==> config.mk <==
export PLATFORM = sky130hd
export DESIGN_NAME = rv32i_lsu
export DESIGN_NICKNAME = d
export VERILOG_FILES = /design/src/rtl/lsu_pkg.sv /design/src/rtl/rv32i_lsu_lane_align.sv /design/src/rtl/rv32i_lsu.sv
export SDC_FILE = /design/constraint.sdc
export NUM_CORES = 1
export LEC_CHECK = 0
export ABC_AREA = 1
export CORE_ASPECT_RATIO = 0.9
export CORE_UTILIZATION = 48
export CTS_BUF_LIST = sky130_fd_sc_hd__clkbuf_4 sky130_fd_sc_hd__clkbuf_8
export DETAILED_ROUTE_END_ITERATION = 7
export PLACE_DENSITY_LB_ADDON = 0.12
export RECOVER_POWER = 25
export SYNTH_ARGS = -nofsm -noshare
export SYNTH_HDL_FRONTEND = slang
export SYNTH_SLANG_ARGS = --single-unit
==> constraint.sdc <==
create_clock -name clk -period 3.64 [get_ports clk]
set_input_delay 0.728 -clock clk [delete_from_list [all_inputs] [get_ports clk]]
set_output_delay 0.728 -clock clk [all_outputs]
set_load 0.005 [all_outputs]
==> src/rtl/lsu_pkg.sv <==
// Shared types and byte-enable helper for the RV32I load/store unit.
package lsu_pkg;

  localparam int unsigned MAX_BE_W = 8;

  typedef enum logic [1:0] {
    SZ_BYTE  = 2'd0,
    SZ_HALF  = 2'd1,
    SZ_WORD  = 2'd2,
    SZ_DWORD = 2'd3
  } lsu_size_t;

  typedef enum logic [1:0] {
    ERR_NONE       = 2'd0,
    ERR_MISALIGNED = 2'd1,
    ERR_TIMEOUT    = 2'd2,
    ERR_BADSIZE    = 2'd3
  } lsu_err_t;

  typedef enum logic [1:0] {
    S_IDLE   = 2'd0,
    S_ACCESS = 2'd1,
    S_RESP   = 2'd2
  } lsu_state_t;

  // Contiguous 2^size byte mask moved up to the byte offset within the bus word.
  function automatic logic [MAX_BE_W-1:0] lsu_be(input lsu_size_t size, input logic [2:0] off);
    logic [MAX_BE_W-1:0] mask;
    case (size)
      SZ_BYTE: mask = 8'h01;
      SZ_HALF: mask = 8'h03;
      SZ_WORD: mask = 8'h0F;
      default: mask = 8'hFF;
    endcase
    return mask << off;
  endfunction

endpackage

==> src/rtl/rv32i_lsu_lane_align.sv <==
// Combinational byte-lane steering: store shift and byte enables, load shift and extension.
module lsu_lane_align
  import lsu_pkg::*;
#(
  parameter  int unsigned XLEN  = 32,
  localparam int unsigned BE_W  = XLEN / 8,
  localparam int unsigned OFF_W = $clog2(BE_W)
) (
  input  lsu_size_t        i_st_size,
  input  logic [OFF_W-1:0] i_st_off,
  input  logic [XLEN-1:0]  i_st_wdata,
  output logic [BE_W-1:0]  o_st_be_c,
  output logic [XLEN-1:0]  o_st_wdata_c,
  input  lsu_size_t        i_ld_size,
  input  logic [OFF_W-1:0] i_ld_off,
  input  logic             i_ld_unsigned,
  input  logic [XLEN-1:0]  i_ld_rdata,
  output logic [XLEN-1:0]  o_ld_data_c
);

  logic [XLEN-1:0] w_ld_sh;
  logic [63:0]     w_ext;
  logic            w_sign;

  assign o_st_be_c    = BE_W'(lsu_be(i_st_size, 3'(i_st_off)));
  assign o_st_wdata_c = i_st_wdata << {i_st_off, 3'b000};
  assign w_ld_sh      = i_ld_rdata >> {i_ld_off, 3'b000};

  // Extension is built at 64 bits so no replication width depends on XLEN.
  always_comb begin
    w_sign = 1'b0;
    w_ext  = 64'(w_ld_sh);
    case (i_ld_size)
      SZ_BYTE: begin
        w_sign = ~i_ld_unsigned & w_ld_sh[7];
        w_ext  = {{56{w_sign}}, w_ld_sh[7:0]};
      end
      SZ_HALF: begin
        w_sign = ~i_ld_unsigned & w_ld_sh[15];
        w_ext  = {{48{w_sign}}, w_ld_sh[15:0]};
      end
      SZ_WORD: begin
        w_sign = ~i_ld_unsigned & w_ld_sh[31];
        w_ext  = {{32{w_sign}}, w_ld_sh[31:0]};
      end
      default: w_ext = 64'(w_ld_sh);
    endcase
  end

  assign o_ld_data_c = XLEN'(w_ext);

endmodule

==> src/rtl/rv32i_lsu.sv <==
// Handshaked load/store memory stage: latches a core request, drives the data bus
// with aligned strobes/enables, and returns extended load data or an error code.
module rv32i_lsu
  import lsu_pkg::*;
#(
  parameter int unsigned XLEN    = 32,
  parameter int unsigned ADDR_W  = 32,
  parameter int unsigned TIMEOUT = 16
) (
  input  logic              clk,
  input  logic              rst,
  input  logic              req_valid,
  output logic              req_ready,
  input  logic              req_we,
  input  logic [1:0]        req_size,
  input  logic              req_unsigned,
  input  logic [ADDR_W-1:0] req_addr,
  input  logic [XLEN-1:0]   req_wdata,
  output logic              rsp_valid,
  output logic [XLEN-1:0]   rsp_rdata,
  output logic [1:0]        rsp_err,
  output logic              stall,
  output logic [ADDR_W-1:0] bus_addr,
  output logic [XLEN-1:0]   bus_wrdata,
  output logic [XLEN/8-1:0] bus_be,
  output logic              bus_wren,
  output logic              bus_rden,
  input  logic              bus_ack,
  input  logic [XLEN-1:0]   bus_rddata
);

  localparam int unsigned BE_W  = XLEN / 8;
  localparam int unsigned OFF_W = $clog2(BE_W);
  localparam int unsigned CNT_W = $clog2(TIMEOUT);
  localparam logic [CNT_W-1:0] CNT_LAST = CNT_W'(TIMEOUT - 1);

  lsu_state_t       r_state;
  lsu_state_t       w_state_nxt;
  lsu_size_t        r_size;
  logic [OFF_W-1:0] r_off;
  logic             r_we;
  logic             r_unsigned;
  logic [CNT_W-1:0] r_cnt;
  lsu_err_t         r_err;
  logic [XLEN-1:0]  r_rdata;
  logic [XLEN-1:0]  r_wrdata;
  logic [BE_W-1:0]  r_be;
  logic [ADDR_W-1:0] r_addr;
  logic             r_wren;
  logic             r_rden;

  lsu_size_t        w_req_size;
  logic [OFF_W-1:0] w_req_off;
  lsu_err_t         w_req_err;
  logic [BE_W-1:0]  w_st_be;
  logic [XLEN-1:0]  w_st_wdata;
  logic [XLEN-1:0]  w_ld_data;
  logic             w_timeout;

  assign w_req_size = lsu_size_t'(req_size);
  assign w_req_off  = req_addr[OFF_W-1:0];
  assign w_timeout  = (r_cnt == CNT_LAST);

  // Request screening: unsupported size first, then natural alignment.
  always_comb begin
    w_req_err = ERR_NONE;
    case (w_req_size)
      SZ_HALF:  if (req_addr[0]) w_req_err = ERR_MISALIGNED;
      SZ_WORD:  if (|req_addr[1:0]) w_req_err = ERR_MISALIGNED;
      SZ_DWORD: begin
        if (XLEN == 32)          w_req_err = ERR_BADSIZE;
        else if (|req_addr[2:0]) w_req_err = ERR_MISALIGNED;
      end
      default: w_req_err = ERR_NONE;
    endcase
  end

  lsu_lane_align #(.XLEN(XLEN)) u_align (
    .i_st_size     (w_req_size),
    .i_st_off      (w_req_off),
    .i_st_wdata    (req_wdata),
    .o_st_be_c     (w_st_be),
    .o_st_wdata_c  (w_st_wdata),
    .i_ld_size     (r_size),
    .i_ld_off      (r_off),
    .i_ld_unsigned (r_unsigned),
    .i_ld_rdata    (bus_rddata),
    .o_ld_data_c   (w_ld_data)
  );

  always_ff @(posedge clk) begin
    if (rst) r_state <= S_IDLE;
    else     r_state <= w_state_nxt;
  end

  always_comb begin
    w_state_nxt = r_state;
    req_ready   = 1'b0;
    rsp_valid   = 1'b0;
    case (r_state)
      S_IDLE: begin
        req_ready = 1'b1;
        if (req_valid) w_state_nxt = (w_req_err == ERR_NONE) ? S_ACCESS : S_RESP;
      end
      S_ACCESS: if (bus_ack || w_timeout) w_state_nxt = S_RESP;
      S_RESP: begin
        rsp_valid   = 1'b1;
        w_state_nxt = S_IDLE;
      end
      default: w_state_nxt = S_IDLE;
    endcase
  end

  // Request latch, bus drive registers, wait counter and response capture.
  always_ff @(posedge clk) begin
    if (rst) begin
      r_size     <= SZ_BYTE;
      r_off      <= '0;
      r_we       <= 1'b0;
      r_unsigned <= 1'b0;
      r_cnt      <= '0;
      r_err      <= ERR_NONE;
      r_rdata    <= '0;
      r_wrdata   <= '0;
      r_be       <= '0;
      r_addr     <= '0;
      r_wren     <= 1'b0;
      r_rden     <= 1'b0;
    end else begin
      case (r_state)
        S_IDLE: begin
          if (req_valid) begin
            r_size     <= w_req_size;
            r_off      <= w_req_off;
            r_we       <= req_we;
            r_unsigned <= req_unsigned;
            r_cnt      <= '0;
            r_err      <= w_req_err;
            r_rdata    <= '0;
            r_addr     <= {req_addr[ADDR_W-1:OFF_W], OFF_W'(0)};
            r_be       <= w_st_be;
            r_wrdata   <= w_st_wdata;
            if (w_req_err == ERR_NONE) begin
              r_wren <= req_we;
              r_rden <= ~req_we;
            end
          end
        end
        S_ACCESS: begin
          if (bus_ack) begin
            r_wren <= 1'b0;
            r_rden <= 1'b0;
            if (!r_we) r_rdata <= w_ld_data;
          end else if (w_timeout) begin
            r_wren <= 1'b0;
            r_rden <= 1'b0;
            r_err  <= ERR_TIMEOUT;
          end else begin
            r_cnt <= r_cnt + CNT_W'(1);
          end
        end
        default: ;
      endcase
    end
  end

  assign rsp_rdata  = r_rdata;
  assign rsp_err    = r_err;
  assign bus_addr   = r_addr;
  assign bus_wrdata = r_wrdata;
  assign bus_be     = r_be;
  assign bus_wren   = r_wren;
  assign bus_rden   = r_rden;
  assign stall      = req_valid & ~rsp_valid;

endmodule

==> metrics.md, run 1 <==
| Metric | Value |
|---|---|
| Outcome | complete, but fails checks |
| Failing checks | DRC, capacitance limit, slew limit |
| Vias per cell | approximately 5.2 |
| Slew headroom | -0.2068 |
| Cells after DPL | between 1000 and 1500 |
| Post-CTS Resized | 0 |
| Final min period | ~2.8 ns |
| Worst R2R Setup Slack | 1.23 ns |
| Met3 usage | 0.1034 |
| Synth cell count leaders | nand2_1 (225), dfxtp_1 (114), nor2_1 (91) |
| Antenna-violating nets left | 0 |
| Fin. Hold Viols | 0 |
| Met2 GRT Util | 0.4835 |
| First-pass GRT wire length | roughly 27000 um |
| Placement Rows | 35 |
| Post-DP HPWL | 12010 um |
| Syn Area/Cell | just under 7 sq um |
| Worst Skew | about 0.011 ns |
| CTS tree | yes |
| Worst Setup End Kind | register |
| R2R cell count | 8 |
| Seq cells post-synth | about 110 |
| Die area | roughly 11000 sq um |
| Area leader, netlist | dfxtp_1 |
| WHS Endpoint | bus_be[0]$_SDFFE_PP0P_ |
| Yosys top cell area share | 0.4369 |
| Setup TNS | 0 ns |
| Post-Syn Instances | between 700 and 800 |
| Ys async rst share | 0 |
| Io pins | approximately 210 |
| GRT Residual Overflow | 0 |
| Crit-path cells | buf_2 > clkbuf_1 > nor2_1 > buf_4 > inv_1 > o22ai_1 |
| Routed wire per std cell | 15.10 um |
| Core ar. | between 10000 and 15000 sq um |
| Worst-path clk slew | ~0.080 ns |
| Worst reg2reg path startpoint | r_state[0]$_SDFFE_PP0P_ |
| Critical-path top delay cell | clkbuf_1 |
| 1st-iter DRT viols | between 400 and 500 |
| I/O Buffers | 208 |
| Worst Hold Path Cells | 2 |
| Worst Tran Pin Value | about 1.8 ns |
| Number of synthesis warnings | 0 |
| NumNets Final | between 1000 and 1500 |
| Count of cell types in the netlist | 34 |
| Initial Util | 0.5012 |
| Max IR drop VDD | 376.9 uV |
| Largest net degree at the start of global routing | a little under 60 |
| Area Overhead vs Synth | 46.73% |
| Max Buffers Root-to-Sink | 2 |
| # hold bufs at CTS | 0 |
| GRT met1 Usage | 0.3692 |
| Total clock sinks | about 110 |
| Post-synthesis cell area | ~5200 sq um |
| H-tree lvl count | 4 |
| Worst-Skew Late Latency | roughly 0.43 ns |
| RD Place Congestion | 0.8937 |
| Static leakage | a little over 3 nW |
| Synth top area cells | dfxtp_1 (44%), nand2_1 (16%), o21ai_0 (6.7%) |
| Number of global-route vias before repair | 5422 |
| Hold WC Path Type | register to register |
| Leading cell type by number of instances after synthesis | nand2_1 |
| Final-report max-slew violation count | 43 |
| Fin cells | 1091 |
| Final Cycle Share | 0.7725 |
| PD cells | roughly 420 nW/um^2 |
| Wirelength, routed | between 15000 and 20000 um |
| Launch point of the worst hold path | bus_be[0]$_SDFFE_PP0P_ |
| EDFF count, synth | 0 |
| Die width | approximately 110 um |
| Post-CTS Setup Inserts | 0 |
| Iteration count of the initial detailed-routing pass | 8 |
| Fmax | between 300 and 400 MHz |
| CP Max Fanout | 42 |
| RSZ-0062 raised after global routing | false |
| DRC viols | 9 |
| Layout cells sized above 1 | 0.06549 |
| Critical path class | primary input to register |
| Max Cap Viol | 1 |
| Die Y | 101.0 um |
| N_diodes | 0 |
| TritonCTS Buffers | 17 |
| Buf/Inv on CP | 4 |
| Post-synth top flop | dfxtp_1 |
| Clk root buf | clkbuf_8 |
| CP Data Required Time | 3.89 ns |
| Busiest grt layer | met2 |
| CP max stage delay | ~1.3 ns |
| Vias | about 5700 |
| Initial antenna violation count | 0 |
| Setup crit start kind | primary input |
| # setup viols final | 0 |
| Aggregate global-route resource usage | 0.2967 |
| Reg-to-Reg End | bus_wrdata[27]$_SDFFE_PP0P_ |
| Crit path DAT | around 3.1 ns |
| Sequential fraction of the synthesis area | 0.4369 |
| Crit path max-delay family | buffers and inverters |
## tightest hold or removal path, delay by kind of cell (launching register included)
family | cells | cell delay, ns
DFF | 1 | 0.32
and+or+nand+nor | 2 | 0.10
## routing by layer
layer | vias to the layer above | share of wire
li1 | 2860 | -
met1 | 2566 | 0.42
met2 | 268 | 0.46
met3 | 31 | 0.11
met4 | 0 | 0.018
met5 | - | 0
## kinds of logic (layout without fill, tap and decap cells)
| kind of cell | Yosys count | in the layout | synth area share |
|---|---|---|---|
| compound gates | 178 | 178 | 0.1868 |
| mux | 2 | 2 | 0.003832 |
| other cells | 1 | 2 | 0.0007179 |
| flops | 114 | 114 | 0.4369 |
| buf+inv | 91 | 290 | 0.07569 |
| fa+ha+maj | 1 | 1 | 0.002395 |
| simple gates | 375 | 375 | 0.2937 |
## registers in the layout (all words and copies together), names as in the netlist
register	count
bus_addr	30
bus_rden	1
r_we	1
r_unsigned	1
r_state	2
rsp_rdata	32
r_cnt	4
bus_wren	1
r_size	2
rsp_err	2
bus_wrdata	32
bus_be	4
r_off	2
## cells in the final DEF, fill, tap and decap left out, drive strengths merged
cell	count
nand2	229
clkdlybuf4s50	206
dfxtp	114
nor2	96
o21ai	71
a21oi	69
inv	43
nand3	42
clkbuf	19
o211ai	18
buf	10
o31ai	7
a31oi	7
or2	5
clkinvlp	5
clkinv	5
o21a	3
mux2i	2
conb	2
nor3	2
a211oi	1
o22ai	1
o21bai	1
nand4	1
ha	1
bufinv	1
dlygate4sd3	1
## worst max path at each step
stage	start	to	slack (ns)	depth (start not counted)
floorplan	rst	rsp_rdata[10]$_SDFFE_PP0P_	1.92	4
finish	rst	r_off[1]$_SDFFE_PP0P_	0.83	6
detailed placement	req_valid	rsp_rdata[31]$_SDFFE_PP0P_	0.98	8
CTS	req_valid	stall	1.01	4
global placement	req_valid	rsp_rdata[31]$_SDFFE_PP0P_	1.01	8
global route	rst	r_off[1]$_SDFFE_PP0P_	0.63	6
## through the flow
stage | power, mW | utilization | setup slack, ns | cell area, sq um | hold slack [ns]
finish | 3.205 | 0.7354 | 0.8280 | 7665 | 0.4522
global placement | 2.094 | 0.7010 | 1.011 | 7306 | 0.4319
detailed placement | 2.111 | 0.7010 | 0.9775 | 7306 | 0.4426
CTS | 3.218 | 0.7363 | 1.013 | 7674 | 0.4565
floorplan | 1.758 | - | 1.925 | 5228 | 0.4365
global route | 3.365 | 0.7354 | 0.6337 | 7665 | 0.4885
## layout make-up
type | instances | area (sq um)
timing repair buffer | 219 | 2153
clock buffer | 17 | 234.0
fill | 863 | 2758
tap | 129 | 161.4
clock inverter | 14 | 133.9
multi-input combinational | 558 | 2547
sequential | 114 | 2282
inverter | 40 | 152.6
## where the power goes
part           switching [mW]  internal [mW]  leakage (nW)  total [mW]
Sequential             0.0507           1.33         0.933        1.38
Combinational           0.369          0.343          1.95       0.712
Clock                   0.570          0.542         0.171        1.11
Total                   0.990           2.21          3.05        3.20
Note: power is estimated with default switching activity, not from simulation.
==> run 2: changes to the inputs <==
--- a/config.mk
+++ b/config.mk
@@ -7,7 +7,7 @@
 export LEC_CHECK = 0
 export ABC_AREA = 1
 export CORE_ASPECT_RATIO = 0.9
-export CORE_UTILIZATION = 48
+export CORE_UTILIZATION = 45
 export CTS_BUF_LIST = sky130_fd_sc_hd__clkbuf_4 sky130_fd_sc_hd__clkbuf_8
 export DETAILED_ROUTE_END_ITERATION = 7
 export PLACE_DENSITY_LB_ADDON = 0.12
==> constraint.sdc (replaced) <==
create_clock -name clk -period 2.6 [get_ports clk]
set_input_delay 0.52 -clock clk [delete_from_list [all_inputs] [get_ports clk]]
set_output_delay 0.52 -clock clk [all_outputs]
set_load 0.005 [all_outputs]
==> run 2 against run 1 <==
Compared with the run above: the run now ends clean; clock skew is 0.0022 ns lower; sequential cell count stayed put; die area is 6.5% higher.
==> metrics.md, run 2 (same netlist as run 1, synthesis figures left out) <==
| Metric | Value |
|---|---|
| Worst reg2reg path startpoint | r_state[0]$_SDFFE_PP0P_ |
| Die area | 12040 sq um (+6.5%) |
| Largest net degree at the start of global routing | 58 (unchanged) |
| Final Cycle Share | 0.8980 |
| Layout cells sized above 1 | 0.06528 (-0.0002036) |
| Antenna-violating nets left | 0 (unchanged) |
| # setup viols final | 0 (unchanged) |
| RSZ-0062 raised after global routing | false |
| Worst Tran Pin Value | 0.8758 ns (-0.9345 ns) |
| R2R cell count | 8 (unchanged) |
| Max Cap Viol | 0 (-1) |
| Initial Util | 0.4714 (-0.02977) |
| Placement Rows | 36 (+2.9%) |
| Max Used Layer | met4 |
| Final setup margin | 0.2652 ns (-0.5628 ns) |
| H-tree lvl count | 4 (unchanged) |
| DRC viols | 0 (-9) |
| Aggregate global-route resource usage | 0.2810 (-0.01567) |
| Filler cell count | 918 (+6.4%) |
| Setup crit start kind | register |
| Initial antenna violation count | 0 (unchanged) |
| Post-DP HPWL | 12330 um (+2.7%) |
| Critical path class | register to register |
| Final min period | 2.335 ns |
| WHS Endpoint | r_state[0]$_SDFFE_PP0P_ |
| CP max stage delay | 0.45 ns (-0.89 ns) |
| Vias per cell | 5.257 (+0.18%) |
| Reg-to-Reg End | bus_wrdata[20]$_SDFFE_PP0P_ |
| Critical-path top delay cell | nor2_1 |
| Total Power | 4.940 mW (+54%) |
| 1st-iter DRT viols | 491 (+22%) |
| CP Max Fanout | 12 (-71%) |
| Outcome | complete, no violations |
| Clk root buf | clkbuf_8 |
| CP Data Required Time | 2.95 ns (-0.94 ns) |
| Total clock sinks | 114 (unchanged) |
| CTS tree | yes |
| Setup TNS | 0 ns (unchanged) |
| Routed wire per std cell | 14.85 um (-1.7%) |
| Most common cell after layout, fill and taps aside | nand2_1 |
| # hold bufs at CTS | 0 (unchanged) |
| Crit path max-delay family | simple AND/OR/NAND/NOR gates |
| Launch point of the worst hold path | rst |
| M1 wire length | 6923 um (about the same) |
| Buf/Inv on CP | 2 (-2) |
| Post-CTS Setup Inserts | 0 (unchanged) |
| Iteration count of the initial detailed-routing pass | 5 (-3) |
| DP Area | 7357 sq um (+0.70%) |
| Worst-path clk slew | 0.07 ns (about the same) |
| Max IR drop VDD | 473.6 uV (+26%) |
| Worst R2R Setup Slack | 0.27 ns (-0.96 ns) |
| Max Buffers Root-to-Sink | 2 (unchanged) |
| Register Area | 2282 sq um (unchanged) |
| Crit-path cells | nor2_1 > nand2_2 > inv_1 > clkbuf_1 > nand2_2 > nor2_1 > nand2_1 > a31oi_1 |
| PD cells | 631.6 nW/um^2 (+51%) |
| Wirelength, routed | 16580 um (+0.67%) |
| Post-CTS Resized | 0 (unchanged) |
| Worst Skew | 0.008517 ns (-0.002230 ns) |
| Number of global-route vias before repair | 5454 (+0.59%) |
| Worst slack, placed | 0.09562 ns (-0.8819 ns) |
| Die Y | 104.2 um (+3.2%) |
| Hold WC Path Type | primary input to register |
| I/O Buffers | 208 (unchanged) |
| RD Place Congestion | 0.8876 (-0.68%) |
| TritonCTS Buffers | 17 (unchanged) |
| N_diodes | 0 (unchanged) |
| Fin. Hold Viols | 0 (unchanged) |
| Final-report max-slew violation count | 0 (-100%) |
| Multi-input gate area | 2545 sq um (about the same) |
| Io pins | 211 (unchanged) |
| Fmax | about 430 MHz |
| Worst Setup End Kind | register |
| Worst-Skew Late Latency | 0.42 ns (about the same) |
| Met3 wire length | 1830 um (+4.8%) |
| Static leakage | 3.142 nW (+2.9%) |
| Stages on the worst setup path | 8 (+2) |
| Die width | 115.6 um (+3.2%) |
| Core ar. | 11080 sq um (+6.3%) |
| Cell area after layout | 7823 sq um (+2.1%) |
| Worst Hold Path Cells | 2 (unchanged) |
| Area Overhead vs Synth | 49.75% |
| Vias | 5872 (+2.6%) |
| Slew headroom | 0.4155 (+0.6223) |
| GRT Residual Overflow | 0 (unchanged) |
| DR WL met2 | 7447 um (-0.88%) |
| First-pass GRT wire length | 26450 um (-0.23%) |
| Hold_ws | 0.3618 ns (-0.09044 ns) |
| Commonest non-fill, non-tap cells in the layout | nand2_1 (225), clkdlybuf4s50_1 (205), dfxtp_1 (114), nor2_1 (93), o21ai_0 (70) |
| Crit path DAT | 2.68 ns (-0.38 ns) |
| NumNets Final | 1058 (+0.28%) |
run 2: cell types whose count changed in the layout (fill, tap and decap cells not counted), sizes merged:
cell,change
inv,-2
clkinvlp,-5
dlygate4sd3,+1
clkdlybuf4s50,-1
buf,+2
clkbuf,+5
clkinv,-2
bufinv,+5
run 2: cell type report:
cell class,instances,share of cell area
clock inverter,10,0.02607
tap,152,0.02431
inverter,40,0.01951
sequential,114,0.2917
timing repair buffer,222,0.2777
multi-input combinational,558,0.3253
clock buffer,21,0.03535
run 2: power breakdown:
| group | leakage [nW] | internal (mW) | switching [mW] |
|---|---|---|---|
| combinational | 1.96 | 0.482 | 0.516 |
| clock | 0.247 | 1.30 | 0.704 |
| sequential | 0.933 | 1.86 | 0.0722 |
| total | 3.14 | 3.65 | 1.29 |
run 2: stage by stage:
| stage | utilization | instances |
|---|---|---|
| detailed placement | 0.6640 | 1086 |
| CTS | 0.7073 | 1117 |
| finish | 0.7060 | 1117 |
| global route | 0.7060 | 1117 |
| global placement | 0.6640 | 1086 |
| floorplan | - | 763 |
run 2: how the worst max path moves through the flow:
stage,startpoint,to,slack [ns]
final,r_state[0]$_SDFFE_PP0P_,bus_wrdata[20]$_SDFFE_PP0P_,0.27
after global routing,r_state[0]$_SDFFE_PP0P_,bus_wrdata[20]$_SDFFE_PP0P_,0.15
after CTS,req_valid,stall,0.42
after detailed placement,bus_ack,rsp_rdata[16]$_SDFFE_PP0P_,0.1
after global placement,bus_ack,rsp_rdata[13]$_SDFFE_PP0P_,0.24
after floorplan,rst,rsp_rdata[10]$_SDFFE_PP0P_,1.09
run 2: metal layers:
layer  up-vias  global-route usage
met3        41              0.1061
met5         -                   0
met4         0              0.1085
met2       317              0.4350
li1       2863                   -
met1      2651              0.3506
run 2: worst reg2reg max path: stages, from the launching register on:
cell	delay, ns
dfxtp_1	0.34
nor2_1	0.30
nand2_2	0.09
inv_1	0.09
clkbuf_1	0.42
nand2_2	0.30
nor2_1	0.45
nand2_1	0.11
a31oi_1	0.15
==> run 3: changes to the inputs <==
--- a/config.mk
+++ b/config.mk
@@ -7,9 +7,10 @@
 export LEC_CHECK = 0
 export ABC_AREA = 1
 export CORE_ASPECT_RATIO = 0.9
-export CORE_UTILIZATION = 45
+export CORE_UTILIZATION = 55
 export CTS_BUF_LIST = sky130_fd_sc_hd__clkbuf_4 sky130_fd_sc_hd__clkbuf_8
 export DETAILED_ROUTE_END_ITERATION = 7
+export DONT_BUFFER_PORTS = 1
 export PLACE_DENSITY_LB_ADDON = 0.12
 export RECOVER_POWER = 25
 export SYNTH_ARGS = -nofsm -noshare
==> constraint.sdc (replaced) <==
create_clock -name clk -period 2.6 [get_ports clk]
set_input_delay 0.39 -clock clk [delete_from_list [all_inputs] [get_ports clk]]
set_output_delay 0.39 -clock clk [all_outputs]
set_load 0.005 [all_outputs]
==> run 3 against run 2 <==
Compared with the run above: sequential power is essentially flat; sequential cell count is the same; die area shrank 18%; cell count shrank 22%.
==> metrics.md, run 3 (same netlist as run 1, synthesis figures left out) <==
| Metric | Value |
|---|---|
| CP Max Fanout | 57 (+45) |
| Max Cap Viol | 0 (unchanged) |
| Post-DP HPWL | 10080 um (-18%) |
| CP max stage delay | 0.35 ns (-0.10 ns) |
| Fin. Hold Viols | 0 (unchanged) |
| Wirelength, routed | 14050 um (-15%) |
| First-pass GRT wire length | 22540 um (-15%) |
| Static leakage | 2.280 nW (-27%) |
| Crit path DAT | 2.33 ns (-0.35 ns) |
| TritonCTS Buffers | 17 (unchanged) |
| Worst Skew | 0.008571 ns (+0.00005393 ns) |
| Total Power | 3.974 mW (-20%) |
| H-tree lvl count | 4 (unchanged) |
| Outcome | complete, no violations |
| Slew headroom | 0.5570 (+0.1414) |
| Antenna-violating nets left | 0 (unchanged) |
| PD cells | 716.1 nW/um^2 (+13%) |
| Worst Tran Pin Value | 0.6621 ns (-0.2137 ns) |
| Io pins | 211 (unchanged) |
| Buf/Inv on CP | 2 (unchanged) |
| Layout cells sized above 1 | 0.08234 (+0.01705) |
| Hold_ws | 0.03543 ns (-0.3264 ns) |
| Critical path class | register to register |
| Die Y | 94.46 um (-9.4%) |
| Stages on the worst setup path | 8 (unchanged) |
| Post-layout util | 0.6054 (-0.1006) |
| I/O Buffers | 0 (-100%) |
| Initial Util | 0.5699 (+0.09846) |
| RD Place Congestion | 0.9628 (+8.5%) |
| RSZ-0062 raised after global routing | false |
| Cells after DPL | 843 (-22%) |
| Crit path max-delay family | simple AND/OR/NAND/NOR gates |
| Setup crit start kind | register |
| Area Overhead vs Synth | 6.228% |
| Vias per cell | 5.646 (+7.4%) |
| Critical-path top delay cell | dfxtp_1 |
| Worst-Skew Late Latency | 0.42 ns (about the same) |
| Fmax | 502.3 MHz (+17%) |
| Filler cell count | 911 (-0.76%) |
| Worst-path clk slew | 0.07 ns (about the same) |
| Setup TNS | 0 ns (unchanged) |
| Final-report max-slew violation count | 0 (unchanged) |
| # hold bufs at CTS | 0 (unchanged) |
| Fin cells | 876 (-22%) |
| Final Cycle Share | 0.7656 (-0.1324) |
| Iteration count of the initial detailed-routing pass | 6 (+1) |
| Final min period | 1.991 ns (-0.3442 ns) |
| 1st-iter DRT viols | 293 (-40%) |
| Cell mode on critical path | o21ai_0 |
| CP Data Required Time | 2.94 ns (about the same) |
| Worst Setup End Kind | register |
| Max IR drop VDD | 429.0 uV (-9.4%) |
| Post-CTS Setup Inserts | 0 (unchanged) |
| Most common cell after layout, fill and taps aside | nand2_1 |
| Largest net degree at the start of global routing | 64 (+10%) |
| Vias | 4946 (-16%) |
| Clk root buf | clkbuf_8 |
| Die width | 104.7 um (-9.4%) |
| Initial antenna violation count | 1 (+1) |
| Hold WC Path Type | primary input to register |
| CTS tree | yes |
| Worst Hold Path Cells | 1 (-1) |
| Core ar. | 9166 sq um (-17%) |
| Placement Rows | 33 (-8.3%) |
| DRC viols | 0 (unchanged) |
| # setup viols final | 0 (unchanged) |
| R2R cell count | 8 (unchanged) |
| Total clock sinks | 114 (unchanged) |
| GRT Residual Overflow | 0 (unchanged) |
| Commonest non-fill, non-tap cells in the layout | nand2_1 (225), dfxtp_1 (114), nor2_1 (92), o21ai_0 (70), a21oi_1 (69) |
| Die area | 9892 sq um (-18%) |
| NumNets Final | 845 (-20%) |
| Post-CTS Resized | 0 (unchanged) |
| Routed wire per std cell | 16.04 um (+8.0%) |
| Crit-path cells | nor2_1 > nand2_2 > buf_4 > nor2_4 > inv_2 > o21ai_0 > nand2_1 > o21ai_0 |
| Number of global-route vias before repair | 4576 (-16%) |
| Aggregate global-route resource usage | 0.2867 (+0.005693) |
| Max Buffers Root-to-Sink | 2 (unchanged) |
## run 3: cell types whose count changed in the layout (fill, tap and decap cells not counted), sizes merged, moves of 3 or more
cell,before,now
clkdlybuf4s50,205,0
clkbuf,24,17
clkinv,3,10
bufinv,6,0
buf,12,9
## run 3: layout make-up
type | instances | area, sq um | area share
antenna | 1 | 2.502 | 0.0004510
clock buffer | 17 | 234.0 | 0.04216
clock inverter | 15 | 110.1 | 0.01984
inverter | 40 | 152.6 | 0.02751
multi-input combinational | 558 | 2547 | 0.4591
sequential | 114 | 2282 | 0.4113
tap | 122 | 152.6 | 0.02751
timing repair buffer | 9 | 67.56 | 0.01218
## run 3: final timing paths
| check | from | to | slack [ns] |
|---|---|---|---|
| setup / recovery | r_state[0]$_SDFFE_PP0P_ | bus_wrdata[26]$_SDFFE_PP0P_ | 0.61 |
| hold / removal | rst | rsp_err[0]$_SDFFE_PP0P_ | 0.04 |
| setup reg to reg | r_state[0]$_SDFFE_PP0P_ | bus_wrdata[26]$_SDFFE_PP0P_ | 0.61 |
| hold reg to reg | rsp_err[1]$_SDFFE_PP0P_ | rsp_err[1]$_SDFFE_PP0P_ | 0.47 |
## run 3: power by group
part	switching, mW	internal, mW
logic	0.379	0.180
clock network	0.790	0.663
registers	0.0998	1.86
## run 3: layer usage
layer  vias up  track usage  wire (um)
li1       2436            -          -
met1      2247       0.3587       5957
met2       235       0.4531       6441
met3        28      0.09524       1330
met4         0       0.1268        320
met5         -            0          0
## run 3: worst reg2reg max path, cell delays in order, from the launching register on
cell and delay (ns):
dfxtp_1 0.35, nor2_1 0.31, nand2_2 0.11, buf_4 0.31
nor2_4 0.31, inv_2 0.18, o21ai_0 0.19, nand2_1 0.06
o21ai_0 0.08
## run 3: per-stage QoR
step	setup slack (ns)	area, sq um
after floorplan	1.223	5228
after global placement	0.8473	5205
after detailed placement	0.7700	5205
after CTS	0.7522	5549
after global routing	0.4362	5549
final	0.6093	5549
